$ cat config.mk
export PLATFORM = sky130hd
export DESIGN_NAME = reorder_buffer
export DESIGN_NICKNAME = d
export VERILOG_FILES = /design/src/rtl/rob_pkg.sv /design/src/rtl/rob_ptr_ctrl.sv /design/src/rtl/reorder_buffer.sv
export SDC_FILE = /design/constraint.sdc
export NUM_CORES = 2
export LEC_CHECK = 0
export CORE_ASPECT_RATIO = 0.6
export CORE_MARGIN = 3
export CORE_UTILIZATION = 40
export CTS_CLUSTER_SIZE = 16
export DETAILED_ROUTE_END_ITERATION = 16
export GPL_TIMING_DRIVEN = 0
export PLACE_DENSITY_LB_ADDON = 0.12
export SKIP_LAST_GASP = 1
export SYNTH_ARGS = -nofsm -noshare
export SYNTH_HDL_FRONTEND = slang
export SYNTH_SLANG_ARGS = --single-unit
$ cat constraint.sdc
create_clock -name clk_in -period 66.5 [get_ports clk_in]
set_input_delay 13.3 -clock clk_in [delete_from_list [all_inputs] [get_ports clk_in]]
set_output_delay 13.3 -clock clk_in [all_outputs]
set_load 0.005 [all_outputs]
$ cat src/rtl/rob_pkg.sv
// Shared types and defaults for the reorder buffer.
package rob_pkg;

  localparam int ROB_W_DEF = 3;
  localparam logic [ROB_W_DEF:0] NON_DEP = {1'b1, {ROB_W_DEF{1'b0}}};

  typedef struct packed {
    logic        busy;
    logic        ready;
    logic [4:0]  rd;
    logic        is_br;
    logic        pred_taken;
    logic        taken;
    logic [31:0] value;
    logic [31:0] alt_pc;
  } rob_entry_t;

endpackage

$ cat src/rtl/rob_ptr_ctrl.sv
// Head/tail/count bookkeeping for the reorder buffer; a flush returns all pointers to zero.
module rob_ptr_ctrl #(
  parameter int W = 3
) (
  input  logic         clk_in,
  input  logic         rst_in,
  input  logic         issue_fire_i,
  input  logic         commit_fire_i,
  input  logic         flush_i,
  output logic [W-1:0] head_o,
  output logic [W-1:0] tail_o,
  output logic [W:0]   count_o,
  output logic         full_o
);

  logic [W-1:0] head_q, head_d, tail_q, tail_d;
  logic [W:0]   count_q, count_d;

  always_comb begin
    head_d  = head_q;
    tail_d  = tail_q;
    count_d = count_q;
    if (flush_i) begin
      head_d  = '0;
      tail_d  = '0;
      count_d = '0;
    end else begin
      if (issue_fire_i)  tail_d = tail_q + 1'b1;
      if (commit_fire_i) head_d = head_q + 1'b1;
      case ({issue_fire_i, commit_fire_i})
        2'b10:   count_d = count_q + 1'b1;
        2'b01:   count_d = count_q - 1'b1;
        default: count_d = count_q;
      endcase
    end
  end

  always_ff @(posedge clk_in or posedge rst_in) begin
    if (rst_in) begin
      head_q  <= '0;
      tail_q  <= '0;
      count_q <= '0;
    end else begin
      head_q  <= head_d;
      tail_q  <= tail_d;
      count_q <= count_d;
    end
  end

  assign head_o  = head_q;
  assign tail_o  = tail_q;
  assign count_o = count_q;
  assign full_o  = (count_q == (W+1)'(1 << W));

endmodule

$ cat src/rtl/reorder_buffer.sv
// Circular reorder buffer: in-order allocate, CDB writeback, one retirement per cycle, flush on mispredict.
// Optional ROB_PERF_COUNTERS_EN adds retirement and flush counters.
module reorder_buffer
  import rob_pkg::*;
#(
  parameter int RoB_WIDTH = ROB_W_DEF
) (
  input  logic                 clk_in,
  input  logic                 rst_in,
  input  logic                 rdy_in,
  input  logic                 issue_en,
  input  logic [4:0]           issue_rd,
  input  logic                 issue_is_br,
  input  logic                 issue_pred_taken,
  input  logic [31:0]          issue_alt_pc,
  output logic [RoB_WIDTH-1:0] issue_index,
  output logic                 rob_full,
  input  logic                 cdb_en,
  input  logic [RoB_WIDTH-1:0] cdb_index,
  input  logic [31:0]          cdb_value,
  input  logic                 cdb_taken,
  input  logic [RoB_WIDTH:0]   query_j,
  input  logic [RoB_WIDTH:0]   query_k,
  output logic                 query_j_ready,
  output logic                 query_k_ready,
  output logic [31:0]          query_j_value,
  output logic [31:0]          query_k_value,
  output logic                 RoB_update_en,
  output logic [4:0]           RoB_update_reg,
  output logic [RoB_WIDTH-1:0] RoB_update_index,
  output logic [31:0]          RoB_update_data,
`ifdef ROB_PERF_COUNTERS_EN
  output logic [31:0]          perf_commit_cnt,
  output logic [31:0]          perf_flush_cnt,
`endif
  output logic                 flush_signal,
  output logic [31:0]          flush_pc
);

  localparam int ROB_SIZE = 1 << RoB_WIDTH;

  rob_entry_t ent_q [ROB_SIZE];

  logic [RoB_WIDTH-1:0] head, tail;
  logic [RoB_WIDTH:0]   count;
  logic                 full;
  logic                 upd_en_q, flush_q;
  logic [4:0]           upd_reg_q;
  logic [RoB_WIDTH-1:0] upd_idx_q;
  logic [31:0]          upd_data_q, flush_pc_q;

  logic issue_fire, cdb_fire, commit_fire, mispredict, flush_now;

  // The flush cycle itself is dead: nothing allocates, writes back or retires.
  assign issue_fire  = rdy_in && !flush_q && issue_en && !full;
  assign cdb_fire    = rdy_in && !flush_q && cdb_en && ent_q[cdb_index].busy;
  assign commit_fire = rdy_in && !flush_q && ent_q[head].busy && ent_q[head].ready;
  assign mispredict  = ent_q[head].is_br && (ent_q[head].taken != ent_q[head].pred_taken);
  assign flush_now   = commit_fire && mispredict;

  rob_ptr_ctrl #(.W(RoB_WIDTH)) u_ptr (
    .clk_in        (clk_in),
    .rst_in        (rst_in),
    .issue_fire_i  (issue_fire),
    .commit_fire_i (commit_fire),
    .flush_i       (flush_now),
    .head_o        (head),
    .tail_o        (tail),
    .count_o       (count),
    .full_o        (full)
  );

  always_ff @(posedge clk_in or posedge rst_in) begin
    if (rst_in) begin
      for (int i = 0; i < ROB_SIZE; i++) ent_q[i] <= '0;
      upd_en_q   <= 1'b0;
      upd_reg_q  <= '0;
      upd_idx_q  <= '0;
      upd_data_q <= '0;
      flush_q    <= 1'b0;
      flush_pc_q <= '0;
    end else if (rdy_in) begin
      upd_en_q <= 1'b0;
      flush_q  <= 1'b0;
      if (issue_fire)
        ent_q[tail] <= '{busy: 1'b1, ready: 1'b0, rd: issue_rd, is_br: issue_is_br,
                         pred_taken: issue_pred_taken, taken: 1'b0, value: 32'h0,
                         alt_pc: issue_alt_pc};
      if (cdb_fire) begin
        ent_q[cdb_index].ready <= 1'b1;
        ent_q[cdb_index].value <= cdb_value;
        ent_q[cdb_index].taken <= cdb_taken;
      end
      if (commit_fire) begin
        ent_q[head].busy <= 1'b0;
        if (!ent_q[head].is_br) begin
          upd_en_q   <= 1'b1;
          upd_reg_q  <= ent_q[head].rd;
          upd_idx_q  <= head;
          upd_data_q <= ent_q[head].value;
        end else if (mispredict) begin
          flush_q    <= 1'b1;
          flush_pc_q <= ent_q[head].alt_pc;
        end
      end
      // Squash everything younger; placed last so it overrides a same-edge issue.
      if (flush_now)
        for (int i = 0; i < ROB_SIZE; i++) ent_q[i].busy <= 1'b0;
    end
  end

`ifdef ROB_PERF_COUNTERS_EN
  logic [31:0] perf_commit_q, perf_flush_q;
  always_ff @(posedge clk_in or posedge rst_in) begin
    if (rst_in) begin
      perf_commit_q <= '0;
      perf_flush_q  <= '0;
    end else begin
      if (commit_fire) perf_commit_q <= perf_commit_q + 32'd1;
      if (flush_now)   perf_flush_q  <= perf_flush_q + 32'd1;
    end
  end
  assign perf_commit_cnt = perf_commit_q;
  assign perf_flush_cnt  = perf_flush_q;
`endif

  // Tag lookup; MSB set means the operand carries no dependency.
  logic [RoB_WIDTH-1:0] qj_idx, qk_idx;
  logic                 qj_fwd, qk_fwd;

  assign qj_idx = query_j[RoB_WIDTH-1:0];
  assign qk_idx = query_k[RoB_WIDTH-1:0];
  assign qj_fwd = !query_j[RoB_WIDTH] && cdb_en && (cdb_index == qj_idx);
  assign qk_fwd = !query_k[RoB_WIDTH] && cdb_en && (cdb_index == qk_idx);

  assign query_j_ready = query_j[RoB_WIDTH] || qj_fwd || ent_q[qj_idx].ready;
  assign query_k_ready = query_k[RoB_WIDTH] || qk_fwd || ent_q[qk_idx].ready;
  assign query_j_value = query_j[RoB_WIDTH] ? 32'h0 : qj_fwd ? cdb_value :
                         ent_q[qj_idx].ready ? ent_q[qj_idx].value : 32'h0;
  assign query_k_value = query_k[RoB_WIDTH] ? 32'h0 : qk_fwd ? cdb_value :
                         ent_q[qk_idx].ready ? ent_q[qk_idx].value : 32'h0;

  assign issue_index      = tail;
  assign rob_full         = full;
  assign RoB_update_en    = upd_en_q;
  assign RoB_update_reg   = upd_reg_q;
  assign RoB_update_index = upd_idx_q;
  assign RoB_update_data  = upd_data_q;
  assign flush_signal     = flush_q;
  assign flush_pc         = flush_pc_q;

  logic unused_ok;
  assign unused_ok = ^count;

endmodule

-- After elaboration in Yosys (flattened, before gate mapping)
Cells that the tools add are included.
Widths: inputs -> output; s select.
- register bits: 676
- input bits: 88
- output and inout bits: 144
- $add $sub $neg: 4
- $lt $le $gt $ge: 8
- equality and inequality tests: 6
- multiplexer cells: 57
- bitwise logic cells: 6
- reduce and logical (&&, ||, !) cells: 29
- operators with widths (cell ; count):
    $bwmux 592 ; 5
    $mux 592 ; 5
    $demux 74 s3 ; 5
    $bmux 74 s3 ; 4
    $mux 74 ; 6
    $mux 73 ; 5
    $mux 32 ; 6
    $mux 65 ; 1
    $mux 64 ; 1
    $ge 4x4->1 const B ; 5
    $not 3->4 ; 5
    $logic_and 1x1->1 ; 16
    $mux 1 ; 13
    $lt 4x1->1 const B ; 3
    $mux 3 ; 4
    $pmux 4 s2 ; 1
    $add 3x1->3 const B ; 2
    $eq 3x3->1 ; 2
    $add 4x1->4 const B ; 1
    $eq 4x4->1 const B ; 1
    $logic_not 1->1 ; 4
    $logic_or 1x1->1 ; 4
    $mux 4 ; 1
    $reduce_and 4->1 ; 1
    8 further kinds ; 9

-- Logic depth before layout (Yosys ltp)
- depth after elaboration: 16
- gate-level depth with buffers: 11

-- Cells and area by module
From an unflattened synthesis, not the netlist that was laid out.
- cells, all modules: 2798
- area, all modules: 34637.0 um2
- by module, submodules not included (module ; times used ; cells an instance ; area an instance (um2) ; seq. area each (um2)):
    reorder_buffer ; 1 ; 2739 ; 34040.1 ; 16666.0
    rob_ptr_ctrl ; 1 ; 59 ; 596.8 ; 250.2

-- Worst setup path before layout
OpenSTA, ideal clock, no wires.
- path kind: in2out
- start: in cdb_index[1]
- end: out query_j_value[10]
- data arrival time: 14876 ps
- data required time: 53200 ps
- setup slack: 38324 ps
- stages on the path: 8
- cells stage by stage: clkbuf_1 -> xor2_1 -> nor4b_1 -> a21oi_1 -> a21oi_1 -> nand2b_1 -> clkbuf_1 -> a211oi_1
- longest elaborated chain between the ends: 4
- ends and longest elaborated chain (element ; RTL line ; source):
    from (decl) ; reorder_buffer.sv:19 ; input logic [RoB_WIDTH-1:0] cdb_index,
    $eq 3x3->1 ; reorder_buffer.sv:133 ; assign qj_fwd = !query_j[RoB_WIDTH] && cdb_en && (cdb_index == qj_idx);
    $logic_and 1x1->1 ; reorder_buffer.sv:133 ;
    $mux 32 (2 in a row) ; reorder_buffer.sv:138 ; assign query_j_value = query_j[RoB_WIDTH] ? 32'h0 : qj_fwd ? cdb_value :
    to (decl) ; reorder_buffer.sv:26 ; output logic [31:0] query_j_value,
No other way between the ends.

-- Worst setup path after layout
- start: in cdb_index[0]
- end: out query_j_value[3]
Same word-level chain as after synthesis.

==> impl_results.md <==
* Post-CTS setup repair buffer count at 0
* Clock-pin slew on the worst setup and hold paths at 0.06 ns
* Clock sink count at 676
* Vias at 32500
* Cell area after layout at about 0.040 sq mm
* Seq/Total Area, Yosys at 0.494
* Post-synth top flop: dfrtp_1
* Post-synth EDFFs at 0
* TritonCTS Buffers at 70
* Pwr Total at 1.84 mW
* GR Util All Layers at 0.366
* # setup viols final at 0
* Area grow syn2layout at 16.2%
* Final hold vios at 0
* Failing checks: max-capacitance violations, max-slew violations
* I/O Buffers at 156
* Chip Height at between 200 and 250 um
* Setup TNS at 0 ns
* Avg Vias per Cell at ~6.4
* First-pass GRT wire length at between 200000 and 250000 um
* First-pass DRT Iterations at 7
* IO Count at 232
* RePlAce Congestion at approximately 0.99
* Worst Path Arrival at 17.50 ns
* CP Max Fanout at 10
* Worst-margin pin slew at between 1.5 and 2 ns
* Layout fillers at ~8000
* R2r startpoint: u_ptr.head_o[2]
* Post_cts resized at 0
* Maximum VDD drop at roughly 18 uV
* Fin crit share at 0.463
* HP Class: flip-flop to flip-flop
* Worst Clk Skew at 0.0222 ns
* Root Driver: clkbuf_16
* Post-detailed-placement cell area at 0.0375 sq mm
* P per Cell Area at 46.2 mW/mm^2
* Post-Synthesis Cell Area at about 0.034 sq mm
* Commonest non-fill, non-tap cell in the layout: nand2_1
* Antenna violations before repair at 15
* Seq cells post-synth at 676
* Grt total ovfl at 0
* GR Layer Usage met2 at 0.460
* Width of the die at ~380 um
* Fmax at 32.5 MHz
* Critical path endpoint category: output port
* Reg-to-reg slack, setup at 61.33 ns
* DR DRC count at 0
* Largest net degree at the start of global routing at between 100 and 150
* Overall routed net length at between 150000 and 200000 um
* Syn nets at between 3000 and 4000
* Worst path required time at between 50 and 60 ns
* Run status: finished, violations left
* DR WL/cell at 32.5 um
* Worst Setup Path Type: input pin to output port
* Syn Area/Cell at between 9 and 10 sq um
* DP Wirelength at around 110000 um
* Maxcap violations at 7
* Met3 usage at 0.197
* Most frequent cells in the layout: nand2_1, dfrtp_1, o21ai_0, clkbuf_1, clkdlybuf4s50_1
* First DRT Iteration DRCs at roughly 5400
* Vias in the first global route at between 30000 and 40000
* Antenna viol nets, final at 0
* Worst setup SP type: input pin
* Total leakage power at ~18 nW
* Core footprint at roughly 0.084 sq mm
* R2R cell count at 8
* Clock Path Buffers at 3
* Clk_lat worst skew at 0.67 ns
* CTS H-tree lvls at 3
* Synthesis Warnings at 0
* Min Tclk post-route at 30.80 ns
* Placed cells at approximately 5000
* Final #Nets at between 4000 and 5000
* Post-synthesis cell count at roughly 3700
* Row Count at 82
* CTS tree: yes
* Global route hottest layer: met1
* Layout cells sized above 1 at 0.0975
* End of the worst register-to-register path: RoB_update_data[9]
* Starting density of the core at 0.407
* Hold Crit Depth at 2
* Worst relative slew slack at -0.0791
* Max Transition Viols Final at 55
* Die area at between 0.08 and 0.09 sq mm
* Ys async rst share at 1.00
* Synth cell types at 52
* Fin cells at about 5000
* RSZ-0062 raised after global routing: false
* GR Util met1 at 0.523
* # hold bufs at CTS at 0
[worst max-delay path by stage]
stage,from,end,depth (start not counted)
2_1_floorplan,rst_in,RoB_update_data[0],1
3_3_place_gp,rst_in,ent_q[129],2
3_5_place_dp,cdb_index[0],query_j_value[3],9
4_1_cts,cdb_index[0],query_j_value[3],9
5_1_grt,cdb_index[0],query_j_value[3],9
6_report,cdb_index[0],query_j_value[3],9
[cells in the mapped netlist (42+ instances only)]
| library cell | instances | area, sq um |
|---|---|---|
| a211oi_1 | 67 | 503 |
| a221oi_1 | 97 | 850 |
| a22o_1 | 86 | 753 |
| a22oi_1 | 61 | 458 |
| a31oi_1 | 65 | 407 |
| buf_1 | 83 | 312 |
| buf_2 | 57 | 285 |
| clkbuf_1 | 222 | 833 |
| dfrtp_1 | 676 | 16900 |
| inv_1 | 50 | 188 |
| mux2_2 | 54 | 608 |
| mux2i_1 | 88 | 881 |
| mux4_2 | 135 | 3040 |
| nand2_1 | 1317 | 4940 |
| nand3_1 | 42 | 210 |
| nor2_1 | 133 | 499 |
| o21ai_0 | 287 | 1440 |
[where the power goes]
group	leakage (nW)	total (mW)	internal, mW	switching [mW]
registers	8.83	0.753	0.594	0.159
clock network	1.15	0.423	0.238	0.185
logic	7.89	0.664	0.265	0.398
[logic make-up (layout without fill, tap and decap cells)]
| logic type | after synthesis | after routing | share of synthesized area |
|---|---|---|---|
| other | 0 | 3 | 0 |
| AO/OA/AOI/OAI | 756 | 756 | 0.148 |
| buffers and inverters | 417 | 709 | 0.0483 |
| adder cells (fa/ha/maj) | 4 | 4 | 0.00146 |
| multiplexers | 279 | 279 | 0.133 |
| XOR/XNOR | 13 | 13 | 0.00332 |
| flip-flops | 676 | 676 | 0.494 |
| AND/OR/NAND/NOR | 1531 | 1531 | 0.172 |
[metrics by stage]
step                      hold WS, ns  utilization  setup WS (ns)
after CTS                       0.477        0.473          36.01
final                           0.473        0.473          35.70
after floorplan                 0.439            -          34.25
after detailed placement        0.463        0.445          36.02
after global routing            0.492        0.473          35.66
after global placement          0.455        0.442          24.66
[worst max-delay path: stages]
cell and delay (ns):
clkdlybuf4s50_1 0.62, xor2_1 0.25, nor4b_1 0.55, a21oi_1 0.15, a21oi_1 0.23, nand2b_1 0.39
clkbuf_1 0.66, a211oi_1 0.71, clkdlybuf4s50_1 0.62
[layout make-up]
class / instances / area [sq um] / share of cell area
clock inverters: 20 / 249 / 0.00625
diodes: 3 / 7.51 / 0.000189
flip-flops and latches: 676 / 16900 / 0.425
repair buffers: 163 / 1740 / 0.0437
inverters: 50 / 195 / 0.00490
well taps: 1134 / 1420 / 0.0356
plain buffers: 367 / 1480 / 0.0372
clock buffers: 109 / 2100 / 0.0528
multi-input cells: 2583 / 15700 / 0.394
[layer usage]
layer	up-vias	routed length (um)
met5	-	205
met4	22	6480
met3	448	28200
met2	2556	62200
met1	16300	68700
li1	13200	-
No activity file was read; power rests on OpenSTA's default activity.
